### src/rtl/serial_adder_ctrl_pkg.sv
// Shared definitions for the bit-serial adder controller.
// Holds the FSM state encoding and the bit-counter width helper.
// No logic; imported by the controller.
package serial_adder_ctrl_pkg;

  // Two-state sequencer: waiting for start, or stepping bits.
  typedef enum logic {
    ST_IDLE = 1'b0,
    ST_RUN  = 1'b1
  } state_t;

  // Counter must hold 0..WIDTH-1, sized as ceil(log2(WIDTH+1)), at least 1 bit.
  function automatic int cnt_width(input int width);
    int w;
    w = $clog2(width + 1);
    return (w < 1) ? 1 : w;
  endfunction

endpackage

### src/rtl/serial_adder_ctrl_full_adder.sv
// One-bit full adder cell time-shared by the serial controller.
// Purely combinational, zero latency.
// No flow control; outputs follow inputs.
module full_adder (
  input  logic A,
  input  logic B,
  input  logic Cin,
  output logic S,
  output logic C
);

  logic w_p;

  assign w_p = A ^ B;
  assign S   = w_p ^ Cin;
  assign C   = (A & B) | (Cin & w_p);

endmodule

### src/rtl/serial_adder_ctrl.sv
// Bit-serial WIDTH-bit adder: one full_adder cell stepped LSB first, one bit per clock.
// Latency: done pulses in the cycle after the WIDTH-th RUN edge; WIDTH+1 cycles per result.
// Backpressure: none; start is sampled only while idle, ignored while busy (no queueing).
module serial_adder_ctrl
  import serial_adder_ctrl_pkg::*;
#(
  parameter int WIDTH = 8
) (
  input  logic             clk,
  input  logic             rst_n,
  input  logic             start,
  input  logic [WIDTH-1:0] a,
  input  logic [WIDTH-1:0] b,
  input  logic             cin,
  output logic             busy,
  output logic             done,
  output logic [WIDTH-1:0] sum,
  output logic             cout
);

  localparam int                CNT_W    = cnt_width(WIDTH);
  localparam logic [CNT_W-1:0] CNT_LAST = CNT_W'(WIDTH - 1);

  state_t           r_state;
  state_t           w_state_nxt;
  logic             w_load;
  logic             w_step;
  logic             w_finish;
  logic             w_last;

  logic [WIDTH-1:0] r_a_sh;
  logic [WIDTH-1:0] r_b_sh;
  logic             r_carry;
  logic [CNT_W-1:0] r_cnt;
  logic [WIDTH-1:0] r_sum;
  logic             r_cout;
  logic             r_done;

  logic             w_fa_s;
  logic             w_fa_c;
  logic [WIDTH-1:0] w_s_next;

  // The single arithmetic cell: current LSBs plus the registered carry.
  full_adder u_fa (
    .A   (r_a_sh[0]),
    .B   (r_b_sh[0]),
    .Cin (r_carry),
    .S   (w_fa_s),
    .C   (w_fa_c)
  );

  assign w_last = (r_cnt == CNT_LAST);

  // Partial sum register only needs WIDTH-1 bits: the final bit is
  // taken straight from the cell on the completion edge.
  generate
    if (WIDTH == 1) begin : g_w1
      assign w_s_next = w_fa_s;
    end else begin : g_wn
      logic [WIDTH-2:0] r_s_sh;

      assign w_s_next = {w_fa_s, r_s_sh};

      // Sum bits enter at the MSB and drift right as later bits arrive.
      always_ff @(posedge clk or negedge rst_n) begin
        if (!rst_n) begin
          r_s_sh <= '0;
        end else if (w_load) begin
          r_s_sh <= '0;
        end else if (w_step) begin
          r_s_sh <= w_s_next[WIDTH-1:1];
        end
      end
    end
  endgenerate

  // State register.
  always_ff @(posedge clk or negedge rst_n) begin
    if (!rst_n) begin
      r_state <= ST_IDLE;
    end else begin
      r_state <= w_state_nxt;
    end
  end

  // Next-state and step decode; completion returns straight to IDLE so a
  // start in the done cycle is accepted.
  always_comb begin
    w_state_nxt = r_state;
    w_load      = 1'b0;
    w_step      = 1'b0;
    w_finish    = 1'b0;
    case (r_state)
      ST_IDLE: begin
        if (start) begin
          w_load      = 1'b1;
          w_state_nxt = ST_RUN;
        end
      end
      ST_RUN: begin
        w_step = 1'b1;
        if (w_last) begin
          w_finish    = 1'b1;
          w_state_nxt = ST_IDLE;
        end
      end
      default: w_state_nxt = ST_IDLE;
    endcase
  end

  // Operand shifters, carry and bit counter: loaded on start, stepped in RUN.
  always_ff @(posedge clk or negedge rst_n) begin
    if (!rst_n) begin
      r_a_sh  <= '0;
      r_b_sh  <= '0;
      r_carry <= 1'b0;
      r_cnt   <= '0;
    end else if (w_load) begin
      r_a_sh  <= a;
      r_b_sh  <= b;
      r_carry <= cin;
      r_cnt   <= '0;
    end else if (w_step) begin
      r_a_sh  <= r_a_sh >> 1;
      r_b_sh  <= r_b_sh >> 1;
      r_carry <= w_fa_c;
      r_cnt   <= w_last ? r_cnt : r_cnt + CNT_W'(1);
    end
  end

  // Result registers update only on the completion edge; done is a one-cycle pulse.
  always_ff @(posedge clk or negedge rst_n) begin
    if (!rst_n) begin
      r_sum  <= '0;
      r_cout <= 1'b0;
      r_done <= 1'b0;
    end else begin
      r_done <= w_finish;
      if (w_finish) begin
        r_sum  <= w_s_next;
        r_cout <= w_fa_c;
      end
    end
  end

  assign busy = (r_state == ST_RUN);
  assign done = r_done;
  assign sum  = r_sum;
  assign cout = r_cout;

endmodule

### config.mk
export PLATFORM = sky130hd
export DESIGN_NAME = serial_adder_ctrl
export DESIGN_NICKNAME = d
export VERILOG_FILES = /design/src/rtl/serial_adder_ctrl_pkg.sv /design/src/rtl/serial_adder_ctrl_full_adder.sv /design/src/rtl/serial_adder_ctrl.sv
export SDC_FILE = /design/constraint.sdc
export NUM_CORES = 1
export LEC_CHECK = 0
export ABC_AREA = 1
export CORE_MARGIN = 4
export CORE_UTILIZATION = 35
export CTS_CLUSTER_DIAMETER = 120
export DETAILED_ROUTE_END_ITERATION = 10
export DONT_BUFFER_PORTS = 1
export GPL_ROUTABILITY_DRIVEN = 0
export GPL_TIMING_DRIVEN = 0
export PLACE_DENSITY = 0.58
export SLEW_MARGIN = 5
export SYNTH_ARGS = -nofsm -noshare
export SYNTH_HDL_FRONTEND = slang
export SYNTH_HIERARCHICAL = 1
export SYNTH_SLANG_ARGS = --single-unit
### constraint.sdc
create_clock -name clk -period 1.5 [get_ports clk]
set_input_delay 0.45 -clock clk [delete_from_list [all_inputs] [get_ports clk]]
set_output_delay 0.45 -clock clk [all_outputs]
set_load 0.005 [all_outputs]
==> flow_metrics.tcl, run 1 <==
set metrics [dict create \
    outcome "complete, no violations" \
    mappedNetlistArea_sq_um 1710 \
    crit_buf_inv 1 \
    die_width_um 77.8 \
    share_of_the_yosys_chip_area_belonging_to_registers 0.572 \
    nets 208 \
    grt_first_pass_wirelength_mm 5.71 \
    antennaDiodeCount 0 \
    critPathCaptureType "flip-flop" \
    cap_viol_max_count 0 \
    dieArea_sq_um 6050 \
    post-route-util 0.409 \
    avgRoutedWirePerCell_um 12.9 \
    worstSkewPairLatency_ns 0.30 \
    drive_above_1_share 0.166 \
    multiInputGateArea_sq_um 612 \
    drcViolationCount 0 \
    slew_of_the_pin_with_the_lowest_slew_margin_ns 0.271 \
    setup_tns_ns 0 \
    global_route.usage.total 0.123 \
    fill_cells 474 \
    postRouteWirelength_mm 3.28 \
    cp_max_fo 5 \
    netlist_instances 177 \
    io_pins 31 \
    initial_utilization 0.361 \
    worst_path_dominant_cell_family "flip-flops" \
    grt_setup_unrepaired "false" \
    worstRegToRegCells 6 \
    h-tree-depth 2 \
    series_of_cell_instances_along_the_critical_path "ha_1, nand2_1, o21ai_0, inv_1, nand2_1, nand2_1" \
    clockRootBuffer "clkbuf_8" \
    ir_drop_mv 0.710 \
    num_rows 25 \
    syn_avg_cell_area_sq_um 9.63 \
    power_per_cell_area_nw_per_um2 1990 \
    most-common-layout-cells "nand2_1 (68), dfrtp_1 (39), inv_1 (15)" \
    grt_overflow 0 \
    worstSetupPathType "flip-flop to flip-flop" \
    maxSlewViolCount 0 \
    post_cts.resized_instances 0 \
    first_global_vias 1205 \
    setup.worst_path.start_class "flip-flop" \
    core_area_sq_um 4720 \
    final-setup-viol-count 0 \
    min_delay_worst_endpoint "r_a_sh[7]$_DFFE_PN0P_" \
    vias 1199 \
    syn-num-nets 199 \
    cts_num_sinks 39 \
    cts_inserted_buffers 5 \
    r2r-start "r_cnt[0]$_DFFE_PN0P_" \
    fmaxAchievable_mhz 738 \
    crit_required_ns 1.69 \
    seqCellArea_sq_um 976 \
    slowest_stage "dfrtp_1" \
    area_delta_synth_final_pct 13.3 \
    detailedPlacementHpwl_mm 2.22 \
    yosysUniqueCellTypes 23 \
    static-leakage-power_uw 0.000943 \
    detailedRoute.firstIterationViolations 58 \
    critical-path-max-stage-delay_ns 0.42 \
    synth.ff_latch_count 39 \
    initial_antenna_violation_count 0 \
    period_share 0.904 \
    worstSetupPathDepth 6 \
    detail-route-antenna-nets 0 \
    timing.clock.skew_ns 0.0108 \
    hold_violations 0 \
    synth-warning-count 6 \
    die_y_um 77.8 \
    most_frequent_standard_cell_in_the_layout_excluding_fill_and_tap_cells "nand2_1" \
    timing.critical_path.mode_cell "nand2_1" \
    cts_tree "done" \
    crit_arrival_ns 1.55 \
    cts_buffer_depth 2 \
    reg2reg_setup_slack_ns 0.14 \
    worstHoldPathCells 2 \
    tightest_hold_check_type "input port to flip-flop" \
    avgViaCountPerCell 4.72 \
    port_buffers 0 \
    min-delay-start "a[7]" \
    grt_start_max_net_pins 40 \
    fin_crit_ns 1.36 \
    rr_endpoint "r_cnt[0]$_DFFE_PN0P_" \
    clk_pin_slew_ns 0.08 \
    relSlewSlack 0.817 \
    drtPass1Iterations 4 \
]
==> kinds of logic after synthesis <==
logic type	synth area share
and+or+nand+nor	0.244
DFF	0.572
buffers and inverters	0.0690
AOI/OAI and AO/OA	0.0961
adders and majority gates	0.0191
==> synthesized netlist by cell type <==
library cell | n | area (sq um)
buf_6 | 4 | 45.0
o22ai_1 | 7 | 43.8
ha_1 | 1 | 12.5
nand3_1 | 12 | 60.1
nand4_1 | 1 | 6.26
o21ai_0 | 2 | 10.0
a22o_1 | 1 | 8.76
dfrtp_1 | 39 | 976
nand3_2 | 2 | 20.0
inv_1 | 15 | 56.3
nand4_4 | 1 | 21.3
nor2_8 | 1 | 20.0
nand2_1 | 68 | 255
nand2_2 | 1 | 6.26
buf_2 | 1 | 5.00
inv_2 | 2 | 7.51
o21bai_1 | 1 | 7.51
clkinv_1 | 1 | 3.75
o21ai_2 | 9 | 78.8
fa_1 | 1 | 20.0
o211ai_1 | 2 | 15.0
nor2_4 | 1 | 11.3
nor2_1 | 4 | 15.0
==> worst reg2reg max path: stages (launching register included) <==
cell and delay (ns):
dfrtp_1 0.42, ha_1 0.26, nand2_1 0.11, o21ai_0 0.26, inv_1 0.10, nand2_1 0.07
nand2_1 0.04
==> stage by stage <==
step           hold WS [ns]  power, uW  setup WS (ns)  cells  cell area [sq um]
5_1_grt               0.273       4180         0.0160    254               1930
6_report              0.274       3850          0.144    254               1930
4_1_cts               0.258       3920          0.132    254               1930
3_5_place_dp          0.155       2980          0.163    244               1790
3_3_place_gp          0.155       2940          0.177    244               1790
2_1_floorplan         0.154       2710          0.335    177               1710
==> routing by layer <==
metal | vias up | global-route usage | wire, um
met4 | 0 | 0.0641 | 94
met3 | 7 | 0.0476 | 191
met1 | 576 | 0.153 | 1550
li1 | 586 | - | -
met5 | - | 0 | 0
met2 | 30 | 0.182 | 1450
==> state kept, by name (all words and copies together) (netlist names) <==
name / cells
g_wn.r_s_sh: 7
r_b_sh: 8
r_a_sh: 8
r_cnt: 4
sum: 8
r_carry: 1
cout: 1
done: 1
busy: 1
==> how the worst max path moves through the flow <==
stage	from	endpoint	slack, ns
6_report	r_cnt[0]$_DFFE_PN0P_	r_cnt[0]$_DFFE_PN0P_	0.14
3_5_place_dp	r_cnt[0]$_DFFE_PN0P_	sum[6]$_DFFE_PN0P_	0.16
4_1_cts	r_cnt[0]$_DFFE_PN0P_	sum[6]$_DFFE_PN0P_	0.13
3_3_place_gp	r_cnt[0]$_DFFE_PN0P_	r_cnt[1]$_DFFE_PN0P_	0.18
5_1_grt	r_cnt[0]$_DFFE_PN0P_	r_cnt[0]$_DFFE_PN0P_	0.02
2_1_floorplan	r_cnt[0]$_DFFE_PN0P_	sum[6]$_DFFE_PN0P_	0.34
==> power breakdown <==
| part | total [uW] | switching [uW] | internal (uW) |
|---|---|---|---|
| Sequential | 1720 | 265 | 1460 |
| Clock | 880 | 384 | 495 |
| Combinational | 1250 | 771 | 476 |
==> final cells by class <==
class / instances / area share
repair buffers: 2 / 0.0155
plain buffers: 5 / 0.0259
well taps: 67 / 0.0434
clock inverters: 3 / 0.0227
inverters: 18 / 0.0350
clock buffers: 5 / 0.0356
multi-input cells: 115 / 0.317
flip-flops and latches: 39 / 0.505
==> what timing repair did <==
| item | CTS | global route |
|---|---|---|
| endpoints found under the hold margin | 39 | 0 |
| buffers inserted | 0 | 0 |
| hold buffers | 2 | 0 |
(Power assumes the default switching activity.)
==> inputs of run 2 (changes only) <==
--- a/config.mk
+++ b/config.mk
@@ -7,13 +7,13 @@
 export LEC_CHECK = 0
 export ABC_AREA = 1
 export CORE_MARGIN = 4
-export CORE_UTILIZATION = 35
+export CORE_UTILIZATION = 40
+export CTS_BUF_LIST = sky130_fd_sc_hd__clkbuf_8
 export CTS_CLUSTER_DIAMETER = 120
 export DETAILED_ROUTE_END_ITERATION = 10
-export DONT_BUFFER_PORTS = 1
 export GPL_ROUTABILITY_DRIVEN = 0
 export GPL_TIMING_DRIVEN = 0
-export PLACE_DENSITY = 0.58
+export PLACE_DENSITY = 0.73
 export SLEW_MARGIN = 5
 export SYNTH_ARGS = -nofsm -noshare
 export SYNTH_HDL_FRONTEND = slang
==> run 2 against run 1 <==
- clock skew down 0.0081 ns
- register-to-register slack better by 0.03 ns
- wire length fell by 9.1%
- cell count rose by 5.9%
==> flow_metrics.tcl, run 2 (same netlist as run 1, synthesis figures left out) <==
set metrics [dict create \
    outcome "complete, no violations" \
    cts_tree "done" \
    drive_above_1_share 0.151 \
    relSlewSlack 0.441 \
    setup.worst_path.start_class "input port" \
    antennaDiodeCount 0 \
    detailedPlacementHpwl_mm 2.16 \
    drtPass1Iterations 4 \
    power_per_cell_area_nw_per_um2 1770 \
    grt_setup_unrepaired "false" \
    crit_arrival_ns 1.61 \
    grt_first_pass_wirelength_mm 5.42 \
    initial_utilization 0.420 \
    port_buffers 30 \
    cts_num_sinks 39 \
    hold_buffers 0 \
    cts_buffer_depth 2 \
    setup.worst_path.end "r_b_sh[3]$_DFFE_PN0P_" \
    worstRegToRegCells 6 \
    rr_endpoint "r_cnt[1]$_DFFE_PN0P_" \
    static-leakage-power_uw 0.00109 \
    critPathCaptureType "flip-flop" \
    clockRootBuffer "clkbuf_8" \
    crit_start "start" \
    global_route.usage.total 0.126 \
    vias 1284 \
    cp_max_fo 10 \
    h-tree-depth 2 \
    final-setup-viol-count 0 \
    avgViaCountPerCell 4.77 \
    worstSkewPairLatency_ns 0.28 \
    ir_drop_mv 1.05 \
    io_pins 31 \
    critical-path-max-stage-delay_ns 0.59 \
    timing.clock.skew_ns 0.00272 \
    final_cell_area_sq_um 2160 \
    post-place-cells 257 \
    fin_crit_ns 1.39 \
    drcViolationCount 0 \
    r2r-start "r_cnt[0]$_DFFE_PN0P_" \
    slowest_stage "clkdlybuf4s50_1" \
    most-common-layout-cells "nand2_1 (68), dfrtp_1 (39), clkdlybuf4s50_1 (18)" \
    avgRoutedWirePerCell_um 11.1 \
    reg2reg_setup_slack_ns 0.17 \
    detailedRoute.firstIterationViolations 56 \
    area_delta_synth_final_pct 26.7 \
    num_rows 23 \
    die_y_um 73.3 \
    grt_start_max_net_pins 40 \
    slew_of_the_pin_with_the_lowest_slew_margin_ns 0.838 \
    die_width_um 73.3 \
    clk_pin_slew_ns 0.07 \
    core_area_sq_um 4060 \
    series_of_cell_instances_along_the_critical_path "clkdlybuf4s50_1, inv_2, nor2_4, buf_6, nand2_1, nand3_1" \
    period_share 0.930 \
    most_frequent_standard_cell_in_the_layout_excluding_fill_and_tap_cells "nand2_1" \
    crit_required_ns 1.71 \
    detail-route-antenna-nets 0 \
    dpl_worst_slack_ns -0.202 \
    postRouteWirelength_mm 2.98 \
    cap_viol_max_count 0 \
    maxSlewViolCount 0 \
    final_critical_path_setup_slack_ns 0.105 \
    grt_overflow 0 \
    tightest_hold_check_type "input port to async pin" \
    placed_cell_area_sq_um 2060 \
    hold_violations 0 \
    dieArea_sq_um 5370 \
    fmaxAchievable_mhz 717 \
    final_cell_count_no_fill 269 \
    worstSetupPathType "input port to flip-flop" \
    post-route-util 0.533 \
    cts_inserted_buffers 5 \
    nets 240 \
    initial_antenna_violation_count 0 \
    first_global_vias 1291 \
]
-- run 2: per-layer routing --
| metal | track usage | part of all wire | vias up |
|---|---|---|---|
| li1 | - | - | 648 |
| met1 | 0.160 | 0.45 | 605 |
| met2 | 0.208 | 0.49 | 27 |
| met3 | 0.0342 | 0.051 | 4 |
| met4 | 0.0443 | 0.011 | 0 |
| met5 | 0 | 0 | - |
-- run 2: cell type report --
type	count	area [sq um]
clock buffer	5	68.8
sequential	39	976
buffer	5	50.0
inverter	18	67.6
timing repair buffer	34	312
fill	375	1900
tap	50	62.6
clock inverter	3	12.5
multi-input combinational	115	612
-- run 2: worst min path at each step --
stage / startpoint / end / slack (ns) / depth (start not counted)
final: rst_n / r_a_sh[3]$_DFFE_PN0P_ / 0.27 / 1
after global routing: rst_n / r_a_sh[3]$_DFFE_PN0P_ / 0.33 / 1
after detailed placement: sum[3]$_DFFE_PN0P_ / sum[3]$_DFFE_PN0P_ / 0.47 / 2
after floorplan: rst_n / busy$_DFF_PN0_ / 0.15 / 0
after global placement: sum[3]$_DFFE_PN0P_ / sum[3]$_DFFE_PN0P_ / 0.46 / 2
after CTS: rst_n / r_a_sh[3]$_DFFE_PN0P_ / 0.29 / 1
-- run 2: what timing repair did --
item | 4_1_cts | 5_1_grt
endpoints found under the setup margin | 11 | 0
resized for setup | 11 | 0
setup buffers | 4 | 0
-- run 2: worst max-delay path: cells and delay by family --
| kind | cells | cell delay (ns) |
|---|---|---|
| buf+inv | 3 | 0.83 |
| simple gates | 3 | 0.33 |
-- run 2: stage by stage --
step | hold WS, ns | TNS [ns] | power [uW]
3_5_place_dp | 0.468 | -3.14 | 3240
4_1_cts | 0.294 | 0 | 3880
6_report | 0.265 | 0 | 3820
5_1_grt | 0.334 | 0 | 4160
2_1_floorplan | 0.154 | 0 | 2710
3_3_place_gp | 0.465 | -39.18 | 3190
-- run 2: power by group --
group	total (uW)	internal, uW	leakage, uW	switching [uW]
clock network	640	312	0.0000505	327
registers	1680	1460	0.000511	220
logic	1500	669	0.000529	834
total	3820	2440	0.00109	1380
==> inputs of run 3 (changes only) <==
--- a/config.mk
+++ b/config.mk
@@ -7,14 +7,13 @@
 export LEC_CHECK = 0
 export ABC_AREA = 1
 export CORE_MARGIN = 4
-export CORE_UTILIZATION = 40
+export CORE_UTILIZATION = 23
 export CTS_BUF_LIST = sky130_fd_sc_hd__clkbuf_8
 export CTS_CLUSTER_DIAMETER = 120
 export DETAILED_ROUTE_END_ITERATION = 10
 export GPL_ROUTABILITY_DRIVEN = 0
 export GPL_TIMING_DRIVEN = 0
-export PLACE_DENSITY = 0.73
-export SLEW_MARGIN = 5
+export PLACE_DENSITY = 0.5
 export SYNTH_ARGS = -nofsm -noshare
 export SYNTH_HDL_FRONTEND = slang
 export SYNTH_HIERARCHICAL = 1
==> constraint.sdc (replaced) <==
create_clock -name clk -period 1.5 [get_ports clk]
set_input_delay 0.45 -clock clk [delete_from_list [all_inputs] [get_ports clk]]
set_output_delay 0.45 -clock clk [all_outputs]
set_load 0.01 [all_outputs]
==> run 3 against run 2 <==
- combinational power barely moved
- clock-buffer cell count is the same
- largest power group unchanged
- first-iteration DRC count rose by 38%
- sequential power about the same
- clock power increased by 61%
- non-clock buffer count unchanged
==> flow_metrics.tcl, run 3 (same netlist as run 1, synthesis figures left out) <==
set metrics [dict create \
    critical-path-max-stage-delay_ns 0.40 \
    min_hold_slack_ns 0.115 \
    area_delta_synth_final_pct 34.5 \
    gr-usage-met1 0.118 \
    drtPass1Iterations 4 \
    cts_tree "done" \
    cts_num_sinks 39 \
    worst_path_dominant_cell_family "flip-flops" \
    grt.met2_usage 0.138 \
    final_cell_count_no_fill 318 \
    io_pins 31 \
    num_rows 31 \
    most_frequent_standard_cell_in_the_layout_excluding_fill_and_tap_cells "nand2_1" \
    postRouteWirelength_mm 3.54 \
    fin_crit_ns 1.43 \
    maxSlewViolCount 0 \
    drcViolationCount 0 \
    outcome "complete, no violations" \
    antennaDiodeCount 0 \
    final-setup-viol-count 0 \
    die_y_um 94.1 \
    first_global_vias 1331 \
    cts_buffer_depth 2 \
    power_per_cell_area_nw_per_um2 1840 \
    die_width_um 94.1 \
    gr-max-usage-layer "met2" \
    grt_setup_unrepaired "false" \
    hold_violations 0 \
    slew_of_the_pin_with_the_lowest_slew_margin_ns 0.490 \
    detailedPlacementHpwl_mm 2.51 \
    initial_utilization 0.236 \
    crit_arrival_ns 0.98 \
    cap_viol_max_count 0 \
    period_share 0.952 \
    static-leakage-power_uw 0.00112 \
    port_buffers 30 \
    post-place-cells 307 \
    setup.worst_path.start_class "flip-flop" \
    dieArea_sq_um 8860 \
    drive_above_1_share 0.155 \
    cts_inserted_buffers 5 \
    critPathCaptureType "output pin" \
    vias 1295 \
    clk_pin_slew_ns 0.08 \
    grt_start_max_net_pins 22 \
    detailedRoute.firstIterationViolations 77 \
    series_of_cell_instances_along_the_critical_path "dlygate4sd2_1" \
    clockRootBuffer "clkbuf_8" \
    slowest_stage "dfrtp_1" \
    p_total_uw 4230 \
    most-common-layout-cells "nand2_1 (68), dfrtp_1 (39), clkdlybuf4s50_1 (18)" \
    global_route.usage.total 0.0914 \
    timing.clock.skew_ns 0.00574 \
    ir_drop_mv 0.544 \
    cp_max_fo 2 \
    fmaxAchievable_mhz 701 \
    crit_required_ns 1.05 \
    worstSetupPathType "flip-flop to output pin" \
    avgRoutedWirePerCell_um 11.1 \
    nets 240 \
    h-tree-depth 2 \
    grt_first_pass_wirelength_mm 6.34 \
    initial_antenna_violation_count 0 \
    avgViaCountPerCell 4.07 \
    tightest_hold_check_type "input port to async pin" \
    worstSkewPairLatency_ns 0.29 \
    crit_buf_inv 1 \
    detail-route-antenna-nets 0 \
    grt_overflow 0 \
    core_area_sq_um 7210 \
    relSlewSlack 0.673 \
    globalRouteMet3Util 0.0337 \
    post-route-util 0.318 \
]
[run 3: cell count changes in the layout (fill, tap and decap cells not counted), sizes merged]
cell	before	now
bufinv	0	2
clkinv	2	1
inv	19	18
[run 3: where the power goes]
group          internal [uW]  total [uW]  switching (uW)
Sequential              1460        1690             231
Clock                    658        1030             374
Combinational            640        1510             871
Total                   2760        4230            1480
[run 3: path summary, 6_finish.rpt]
path | startpoint | endpoint | slack (ns) | cells past startpoint
max reg2reg | r_cnt[0]$_DFFE_PN0P_ | sum[6]$_DFFE_PN0P_ | 0.18 | 5
max | cout$_DFFE_PN0P_ | cout | 0.07 | 1
min | rst_n | sum[2]$_DFFE_PN0P_ | 0.11 | 1
max in group asynchronous | rst_n | r_b_sh[5]$_DFFE_PN0P_ | 0.91 | 2
min in group clk | sum[4]$_DFFE_PN0P_ | sum[4]$_DFFE_PN0P_ | 0.48 | 2
min reg2reg | sum[4]$_DFFE_PN0P_ | sum[4]$_DFFE_PN0P_ | 0.48 | 2
[run 3: per-layer routing]
metal	vias up	share of wire	wire length, um
li1	652	-	-
met1	614	0.47	1650
met2	23	0.46	1620
met3	6	0.060	213
met4	0	0.017	62
met5	-	0	0
[run 3: area by class of cell]
cell class	instances	area [sq um]
flip-flops and latches	39	976
multi-input cells	115	612
repair buffers	34	332
clock inverters	3	63.8
inverters	18	67.6
fillers	802	4920
plain buffers	5	50.0
clock buffers	5	68.8
well taps	99	124
[run 3: timing repair]
action	CTS	global route
pin swaps	0	1
setup endpoints to repair	11	1
hold buffers	0	0
buffers inserted	0	3
gates resized for setup	11	0
[run 3: metrics by stage]
step,instance area [sq um],worst slack [ns],TNS [ns]
floorplan,1710,0.334,0
global placement,2130,-1.06,-44.62
detailed placement,2150,-0.239,-3.73
CTS,2270,0.0463,0
global route,2290,0.0165,0
finish,2290,0.0727,0
